## src/rtl/fft_energy_pkg.sv

```systemverilog
// Shared types, default widths and helpers for the FFT band-energy block.
package fft_energy_pkg;

  localparam int unsigned W_DEF      = 16;
  localparam int unsigned NBANDS_DEF = 4;
  localparam int unsigned NFFT_DEF   = 1024;

  typedef logic [1:0] state_t;
  localparam state_t IDLE   = 2'd0;
  localparam state_t ACCUM  = 2'd1;
  localparam state_t DRAIN  = 2'd2;
  localparam state_t OUTPUT = 2'd3;

  // Unsigned add clamped to 2^width-1; operands zero-extended to 64 bits by the caller.
  function automatic logic [63:0] sat_add(input logic [63:0] a, input logic [63:0] b,
                                          input int unsigned width);
    logic [64:0] sum;
    logic [64:0] lim;
    sum = {1'b0, a} + {1'b0, b};
    lim = (65'd1 << width) - 65'd1;
    return (sum > lim) ? lim[63:0] : sum[63:0];
  endfunction

endpackage

```

## src/rtl/fft_mag_sq_pipe.sv

```systemverilog
// Two-stage |X|^2 pipeline: S1 squares re/im, S2 sums them and resolves the band.
module fft_mag_sq_pipe
  import fft_energy_pkg::*;
#(
  parameter int unsigned W      = W_DEF,
  parameter int unsigned NBANDS = NBANDS_DEF,
  parameter int unsigned BIN_W  = $clog2(NFFT_DEF),
  parameter int unsigned BAND_W = (NBANDS > 1) ? $clog2(NBANDS) : 1,
  localparam int unsigned MAG_W = 2 * W + 1
) (
  input  logic                         clk,
  input  logic                         reset,
  input  logic                         flush,
  input  logic                         in_valid,
  input  logic signed [W-1:0]          in_real,
  input  logic signed [W-1:0]          in_imag,
  input  logic [BIN_W-1:0]             in_bin,
  input  logic [(NBANDS+1)*BIN_W-1:0]  edges,
  output logic                         s2_valid,
  output logic [MAG_W-1:0]             s2_mag,
  output logic [BAND_W-1:0]            s2_band,
  output logic                         s2_hit
);

  logic signed [2*W-1:0] re2_c;
  logic signed [2*W-1:0] im2_c;
  logic                  s1_valid;
  logic [2*W-1:0]        s1_re2;
  logic [2*W-1:0]        s1_im2;
  logic [BIN_W-1:0]      s1_bin;
  logic [BAND_W-1:0]     band_c;
  logic                  hit_c;

  assign re2_c = (2*W)'(in_real) * (2*W)'(in_real);
  assign im2_c = (2*W)'(in_imag) * (2*W)'(in_imag);

  // Descending scan so the lowest matching band wins on overlapping edges.
  always_comb begin
    band_c = '0;
    hit_c  = 1'b0;
    for (int b = NBANDS - 1; b >= 0; b--) begin
      if (s1_bin >= edges[b*BIN_W +: BIN_W] && s1_bin < edges[(b+1)*BIN_W +: BIN_W]) begin
        band_c = BAND_W'(b);
        hit_c  = 1'b1;
      end
    end
  end

  always_ff @(posedge clk) begin
    if (reset) begin
      s1_valid <= 1'b0;
      s1_re2   <= '0;
      s1_im2   <= '0;
      s1_bin   <= '0;
      s2_valid <= 1'b0;
      s2_mag   <= '0;
      s2_band  <= '0;
      s2_hit   <= 1'b0;
    end else begin
      s1_valid <= in_valid;
      if (in_valid) begin
        s1_re2 <= re2_c;
        s1_im2 <= im2_c;
        s1_bin <= in_bin;
      end
      s2_valid <= s1_valid & ~flush;
      s2_mag   <= MAG_W'(s1_re2) + MAG_W'(s1_im2);
      s2_band  <= band_c;
      s2_hit   <= hit_c;
    end
  end

endmodule

```

## src/rtl/fft_band_energy.sv

```systemverilog
// Per-frame band energy from a streaming FFT; optional peak tracking under FFT_BAND_PEAK_EN.
module fft_band_energy
  import fft_energy_pkg::*;
#(
  parameter int unsigned W      = W_DEF,
  parameter int unsigned NBANDS = NBANDS_DEF,
  parameter int unsigned NFFT   = NFFT_DEF,
  localparam int unsigned BIN_W = $clog2(NFFT),
  localparam int unsigned MAG_W = 2 * W + 1,
  localparam int unsigned ACC_W = 2 * W + 1 + BIN_W
) (
  input  logic                         clk,
  input  logic                         reset,
  input  logic                         fft_valid,
  input  logic                         fft_sop,
  input  logic                         fft_eop,
  input  logic signed [W-1:0]          fft_real,
  input  logic signed [W-1:0]          fft_imag,
  input  logic [(NBANDS+1)*BIN_W-1:0]  band_edge,
  output logic [NBANDS*ACC_W-1:0]      band_energy,
  output logic                         energy_valid,
  output logic                         frame_err
`ifdef FFT_BAND_PEAK_EN
  ,
  output logic [BIN_W-1:0]             peak_bin,
  output logic [MAG_W-1:0]             peak_mag
`endif
);

  localparam int unsigned BAND_W   = (NBANDS > 1) ? $clog2(NBANDS) : 1;
  localparam logic [BIN_W-1:0] LAST_BIN = BIN_W'(NFFT - 1);

  state_t                      state, state_n;
  logic [BIN_W-1:0]            bin_cnt, bin_cnt_n, bin_idx_c;
  logic [1:0]                  drain_cnt, drain_cnt_n;
  logic                        accept_c, start_c, err_c, publish_c;
  logic [(NBANDS+1)*BIN_W-1:0] edge_q;
  logic                        s2_valid, s2_hit;
  logic [MAG_W-1:0]            s2_mag;
  logic [BAND_W-1:0]           s2_band;
  logic [ACC_W-1:0]            acc [NBANDS];

  fft_mag_sq_pipe #(
    .W      (W),
    .NBANDS (NBANDS),
    .BIN_W  (BIN_W),
    .BAND_W (BAND_W)
  ) u_pipe (
    .clk      (clk),
    .reset    (reset),
    .flush    (start_c),
    .in_valid (accept_c),
    .in_real  (fft_real),
    .in_imag  (fft_imag),
    .in_bin   (bin_idx_c),
    .edges    (edge_q),
    .s2_valid (s2_valid),
    .s2_mag   (s2_mag),
    .s2_band  (s2_band),
    .s2_hit   (s2_hit)
  );

  always_ff @(posedge clk) begin
    if (reset) begin
      state     <= IDLE;
      bin_cnt   <= '0;
      drain_cnt <= '0;
    end else begin
      state     <= state_n;
      bin_cnt   <= bin_cnt_n;
      drain_cnt <= drain_cnt_n;
    end
  end

  // A start (first or restarting sop) clears accumulators and flushes in-flight bins.
  always_comb begin
    state_n     = state;
    bin_cnt_n   = bin_cnt;
    drain_cnt_n = drain_cnt;
    bin_idx_c   = bin_cnt;
    accept_c    = 1'b0;
    start_c     = 1'b0;
    err_c       = 1'b0;
    publish_c   = 1'b0;
    case (state)
      IDLE: begin
        if (fft_valid && fft_sop) begin
          accept_c    = 1'b1;
          start_c     = 1'b1;
          bin_idx_c   = '0;
          bin_cnt_n   = BIN_W'(1);
          drain_cnt_n = '0;
          state_n     = fft_eop ? DRAIN : ACCUM;
        end
      end
      ACCUM: begin
        if (fft_valid) begin
          accept_c    = 1'b1;
          drain_cnt_n = '0;
          if (fft_sop) begin
            start_c   = 1'b1;
            err_c     = 1'b1;
            bin_idx_c = '0;
            bin_cnt_n = BIN_W'(1);
            if (fft_eop) state_n = DRAIN;
          end else begin
            bin_cnt_n = bin_cnt + BIN_W'(1);
            if (fft_eop) begin
              state_n = DRAIN;
            end else if (bin_cnt == LAST_BIN) begin
              err_c   = 1'b1;
              state_n = DRAIN;
            end
          end
        end
      end
      DRAIN: begin
        if (drain_cnt == 2'd2) begin
          publish_c = 1'b1;
          state_n   = OUTPUT;
        end else begin
          drain_cnt_n = drain_cnt + 2'd1;
        end
      end
      OUTPUT: state_n = IDLE;
      default: state_n = IDLE;
    endcase
  end

  always_ff @(posedge clk) begin
    if (reset || start_c) begin
      for (int b = 0; b < NBANDS; b++) acc[b] <= '0;
    end else if (s2_valid && s2_hit) begin
      acc[s2_band] <= ACC_W'(sat_add(64'(acc[s2_band]), 64'(s2_mag), ACC_W));
    end
  end

  always_ff @(posedge clk) begin
    if (reset) begin
      edge_q       <= '0;
      band_energy  <= '0;
      energy_valid <= 1'b0;
      frame_err    <= 1'b0;
    end else begin
      energy_valid <= publish_c;
      frame_err    <= err_c;
      if (start_c) edge_q <= band_edge;
      if (publish_c) begin
        for (int b = 0; b < NBANDS; b++) band_energy[b*ACC_W +: ACC_W] <= acc[b];
      end
    end
  end

`ifdef FFT_BAND_PEAK_EN
  logic [BIN_W-1:0] p1_bin, p2_bin, pk_bin_q;
  logic [MAG_W-1:0] pk_mag_q;

  // Bin index delayed to line up with s2_mag; strict compare keeps the lowest bin on ties.
  always_ff @(posedge clk) begin
    if (reset) begin
      p1_bin   <= '0;
      p2_bin   <= '0;
      pk_bin_q <= '0;
      pk_mag_q <= '0;
      peak_bin <= '0;
      peak_mag <= '0;
    end else begin
      if (accept_c) p1_bin <= bin_idx_c;
      p2_bin <= p1_bin;
      if (start_c) begin
        pk_bin_q <= '0;
        pk_mag_q <= '0;
      end else if (s2_valid && s2_mag > pk_mag_q) begin
        pk_bin_q <= p2_bin;
        pk_mag_q <= s2_mag;
      end
      if (publish_c) begin
        peak_bin <= pk_bin_q;
        peak_mag <= pk_mag_q;
      end
    end
  end
`endif

endmodule

```

## config.mk

```make
export PLATFORM = sky130hd
export DESIGN_NAME = fft_band_energy
export DESIGN_NICKNAME = d
export VERILOG_FILES = /design/src/rtl/fft_energy_pkg.sv /design/src/rtl/fft_mag_sq_pipe.sv /design/src/rtl/fft_band_energy.sv
export SDC_FILE = /design/constraint.sdc
export NUM_CORES = 2
export LEC_CHECK = 0
export BUFFER_PORTS_ARGS = -buffer_cell sky130_fd_sc_hd__buf_2
export CORE_AREA = 5 5 435 223
export CTS_CLUSTER_SIZE = 20
export DETAILED_ROUTE_END_ITERATION = 8
export DIE_AREA = 0 0 440 228
export HOLD_SLACK_MARGIN = 0.12
export PLACE_DENSITY = 0.62
export SLEW_MARGIN = 5
export SYNTH_ARGS = -nofsm -noshare
export SYNTH_HDL_FRONTEND = slang
export SYNTH_SLANG_ARGS = --single-unit
```

## constraint.sdc

```tcl
create_clock -name clk -period 8.2 [get_ports clk]
set_input_delay 1.23 -clock clk [delete_from_list [all_inputs] [get_ports clk]]
set_output_delay 1.23 -clock clk [all_outputs]
set_load 0.02 [all_outputs]
```

==> summary.md <==
| Metric | Value |
|---|---|
| Slew Limit Fails | `0` |
| Most common cell after layout, fill and taps aside | `nand2_1` |
| Wirelength per Cell | `slightly below 20 um` |
| Vias in the first global route | `about 30k` |
| Worst R2R End | `acc[0][5]` |
| Total grt overflow | `0` |
| DR iter-0 viols | `~3k` |
| IO Pins | `261` |
| CP max stage cell | `fa_1` |
| Ys async rst share | `0%` |
| Crit-path max FO | `13` |
| Crit-path max cell delay | `roughly 0.53 ns` |
| Most frequent cells in the layout | `750 x nand2_1, 709 x inv_1, 468 x fa_1, 413 x a21oi_1, 346 x dfxtp_1` |
| Dominant delay contributor by cell family on the critical path | `adder cells` |
| Mapped cell area | `0.0413 mm2` |
| Setup Skew | `approximately 0.03 ns` |
| Clock transition at the registers of the reported paths | `about 0.07 ns` |
| Final #Nets | `~5.5k` |
| Via count | `around 31k` |
| Drt pass-1 iters | `6` |
| Seq cells post-synth | `520` |
| Post-CTS Setup Repair Bufs | `0` |
| TritonCTS Buffers | `46` |
| Rows | `79` |
| Worst Setup End Kind | `flop` |
| Vias per cell | `between 5 and 6` |
| Worst reg2reg setup slack | `about 2.5 ns` |
| RSZ-0062 raised after global routing | `false` |
| Ys flop type | `dfxtp_1` |
| Syn avg cell area | `between 9 and 10 um2` |
| Max_cap viols | `0` |
| Cells after synthesis | `approximately 4.5k` |
| Placed insts | `just under 6k` |
| Min Clock Period, post-route | `7.36 ns` |
| Cell variety after synth | `between 70 and 80` |
| Setup crit start | `fft_imag[3]` |
| Buffers on Ports | `260` |
| CTS root buffer | `clkbuf_16` |
| Final worst path period share | `about 90%` |
| Final WL | `approximately 120000 um` |
| Fmax | `0.136 GHz` |
| Kind of critical path | `input pin to flop` |
| Critical path cell sequence | `buf_2 -> clkinv_1 -> nor2_1 -> fa_1 -> inv_1 -> fa_1 -> inv_1 -> fa_1 -> inv_1 -> fa_1 -> inv_1 -> fa_1 -> fa_1 -> ha_1 -> nand4_1 -> a21oi_1 -> a21oi_1 -> buf_4 -> nor3_1 -> o21ai_0 -> a21oi_1 -> o21ai_0 -> and3_1 -> o31ai_1` |
| Yosys warning total | `0` |
| Detail Placement HPWL | `around 92000 um` |
| R2R cell count | `12` |
| First-pass GRT wire length | `184000 um` |
| Area Growth Syn to Fin | `9.55%` |
| Seq/Total Area, Yosys | `slightly below 30%` |
| Die H | `228 um` |
| Layout cells sized above 1 | `about a tenth` |
| Residual DRC count | `0` |
| Clk sinks | `between 500 and 600` |
| Pin count of the biggest net entering global routing | `between 150 and 200` |
| Initial antenna violation count | `4` |
| Worst setup endpoint | `u_pipe.s1_im2[31]` |
| Detail Route Antenna Nets | `0` |
| Starting Density | `44.8%` |
| Hold slack final | `0.453 ns` |
| Core Area | `around 0.092 mm2` |
| Die area | `0.100 mm2` |
| Post-synth EDFFs | `172` |
| Worst hold path type | `flop to flop` |
| Startpoint types | `input pin` |
| Clk buf depth | `3` |
| Layout Cells excl Fill | `5950` |
| Post-CTS Resized | `0` |
| H-tree depth reported by CTS | `2` |
| Die width | `around 440 um` |
| Final TNS setup | `0 ns` |
| Final Hold Fails | `0` |
| CP Data Arrival Time | `7.82 ns` |
| WP buf/inv | `7` |
| Clock Latency Late Sink | `about 0.58 ns` |
| Status | `finished clean` |
| GRT Total Usage | `roughly a quarter` |
| Syn Nets | `5362` |
| Critical Path RT | `8.66 ns` |
| R2r startpoint | `u_pipe.s2_band[0]` |
| Global placement routability congestion | `0.917` |
| Most frequent CP cell | `fa_1` |
| TritonCTS clock tree | `done` |
| Hold Buf Count CTS | `0` |
| Final setup viols | `0` |
| Slew margin rel. | `a little under a third` |
| Slew @ Worst Pin | `approximately 1.0 ns` |
| CP Depth | `24` |
-- through the flow --
stage	setup WS (ns)	instance area [um2]	utilization (%)
2_1_floorplan	1.20	41300	-
3_3_place_gp	0.491	43800	47.4
3_5_place_dp	0.411	43800	47.4
4_1_cts	0.971	45300	49.0
5_1_grt	0.443	45300	49.0
6_report	0.844	45300	49.0
-- per-layer routing --
metal / vias to the layer above / wire length [um] / global-route usage (%)
li1: 14800 / - / -
met1: 15100 / 61200 / 39.9
met2: 1181 / 42800 / 29.4
met3: 64 / 12100 / 6.23
met4: 0 / 810 / 2.01
met5: - / 0 / 0
-- tightest hold or removal path, stage by stage (launching register included) --
cell     delay, ns
dfxtp_1       0.31
nand2_1       0.05
a21oi_1       0.05
-- cells by family (layout without fill, tap and decap cells) --
group	after synthesis	after routing	synth area share (%)
fa+ha+maj	768	768	31.8
flops	520	520	29.4
simple gates	1402	1402	14.7
buf+inv	907	1093	8.40
xor+xnor	146	146	3.09
mux	52	52	2.59
compound gates	712	712	10.1
other cells	0	2	0
-- cell usage after synthesis (3+ instances only) --
cell,instances,area [um2]
a211oi_1,26,195
a21boi_0,6,45.0
a21o_1,49,368
a21oi_1,413,2070
a221o_1,3,30.0
a221oi_1,4,35.0
a311o_1,4,40.0
a31o_2,12,105
a31oi_1,18,113
and2_1,79,494
and3_1,26,163
buf_1,19,71.3
buf_2,8,40.0
buf_6,3,33.8
clkbuf_1,163,612
clkinv_1,3,11.3
dfxtp_1,348,6970
edfxtp_1,172,5160
fa_1,468,9370
ha_1,300,3750
inv_1,709,2660
mux2i_1,8,80.1
mux4_1,3,78.8
mux4_2,40,901
nand2_1,754,2830
nand2b_1,12,75.1
nand3_1,48,240
nand3b_1,6,45.0
nand4_1,23,144
nor2_1,336,1260
nor2_4,22,248
nor2b_1,21,131
nor3_1,44,220
nor4_1,3,18.8
nor4b_1,3,26.3
o2111ai_1,3,26.3
o211ai_1,15,113
o21a_1,24,180
o21ai_0,86,430
o21bai_1,17,128
o31ai_1,5,37.5
or2_2,8,50.1
or3_1,10,62.6
xnor2_1,99,867
xor2_1,47,412
-- registers in the layout, indices dropped and copies added, names as in the netlist --
register and cells:
u_pipe.s2_hit 1, bin_cnt 10, edge_q 50, frame_err 1, u_pipe.s2_band 2, band_energy 172, energy_valid 1, u_pipe.s2_mag 33
u_pipe.s1_bin 10, acc 172, u_pipe.s1_re2 31, u_pipe.s1_im2 31, state 2, u_pipe.s2_valid 1, drain_cnt 2, u_pipe.s1_valid 1
-- final cells by class --
cell class	instances	area (um2)
clock buffers	65	1340
fillers	8838	47000
repair buffers	298	1610
inverters	712	2670
well taps	1255	1570
diodes	2	5.00
clock inverters	18	153
flip-flops and latches	520	12100
multi-input cells	3080	25800
-- how the worst min path moves through the flow --
stage | start | endpoint | cells after the start | slack [ns]
final | band_energy[73] | band_energy[73] | 2 | 0.45
after global routing | band_energy[73] | band_energy[73] | 2 | 0.47
after floorplan | u_pipe.s1_re2[16] | u_pipe.s1_re2[16] | 2 | 0.43
after global placement | band_energy[73] | band_energy[73] | 2 | 0.44
after detailed placement | band_energy[73] | band_energy[73] | 2 | 0.44
after CTS | band_energy[73] | band_energy[73] | 2 | 0.45
Power is left out: the tool's default activity adds up to more than one toggle a clock period on the data nets, which glitch-free logic cannot reach.
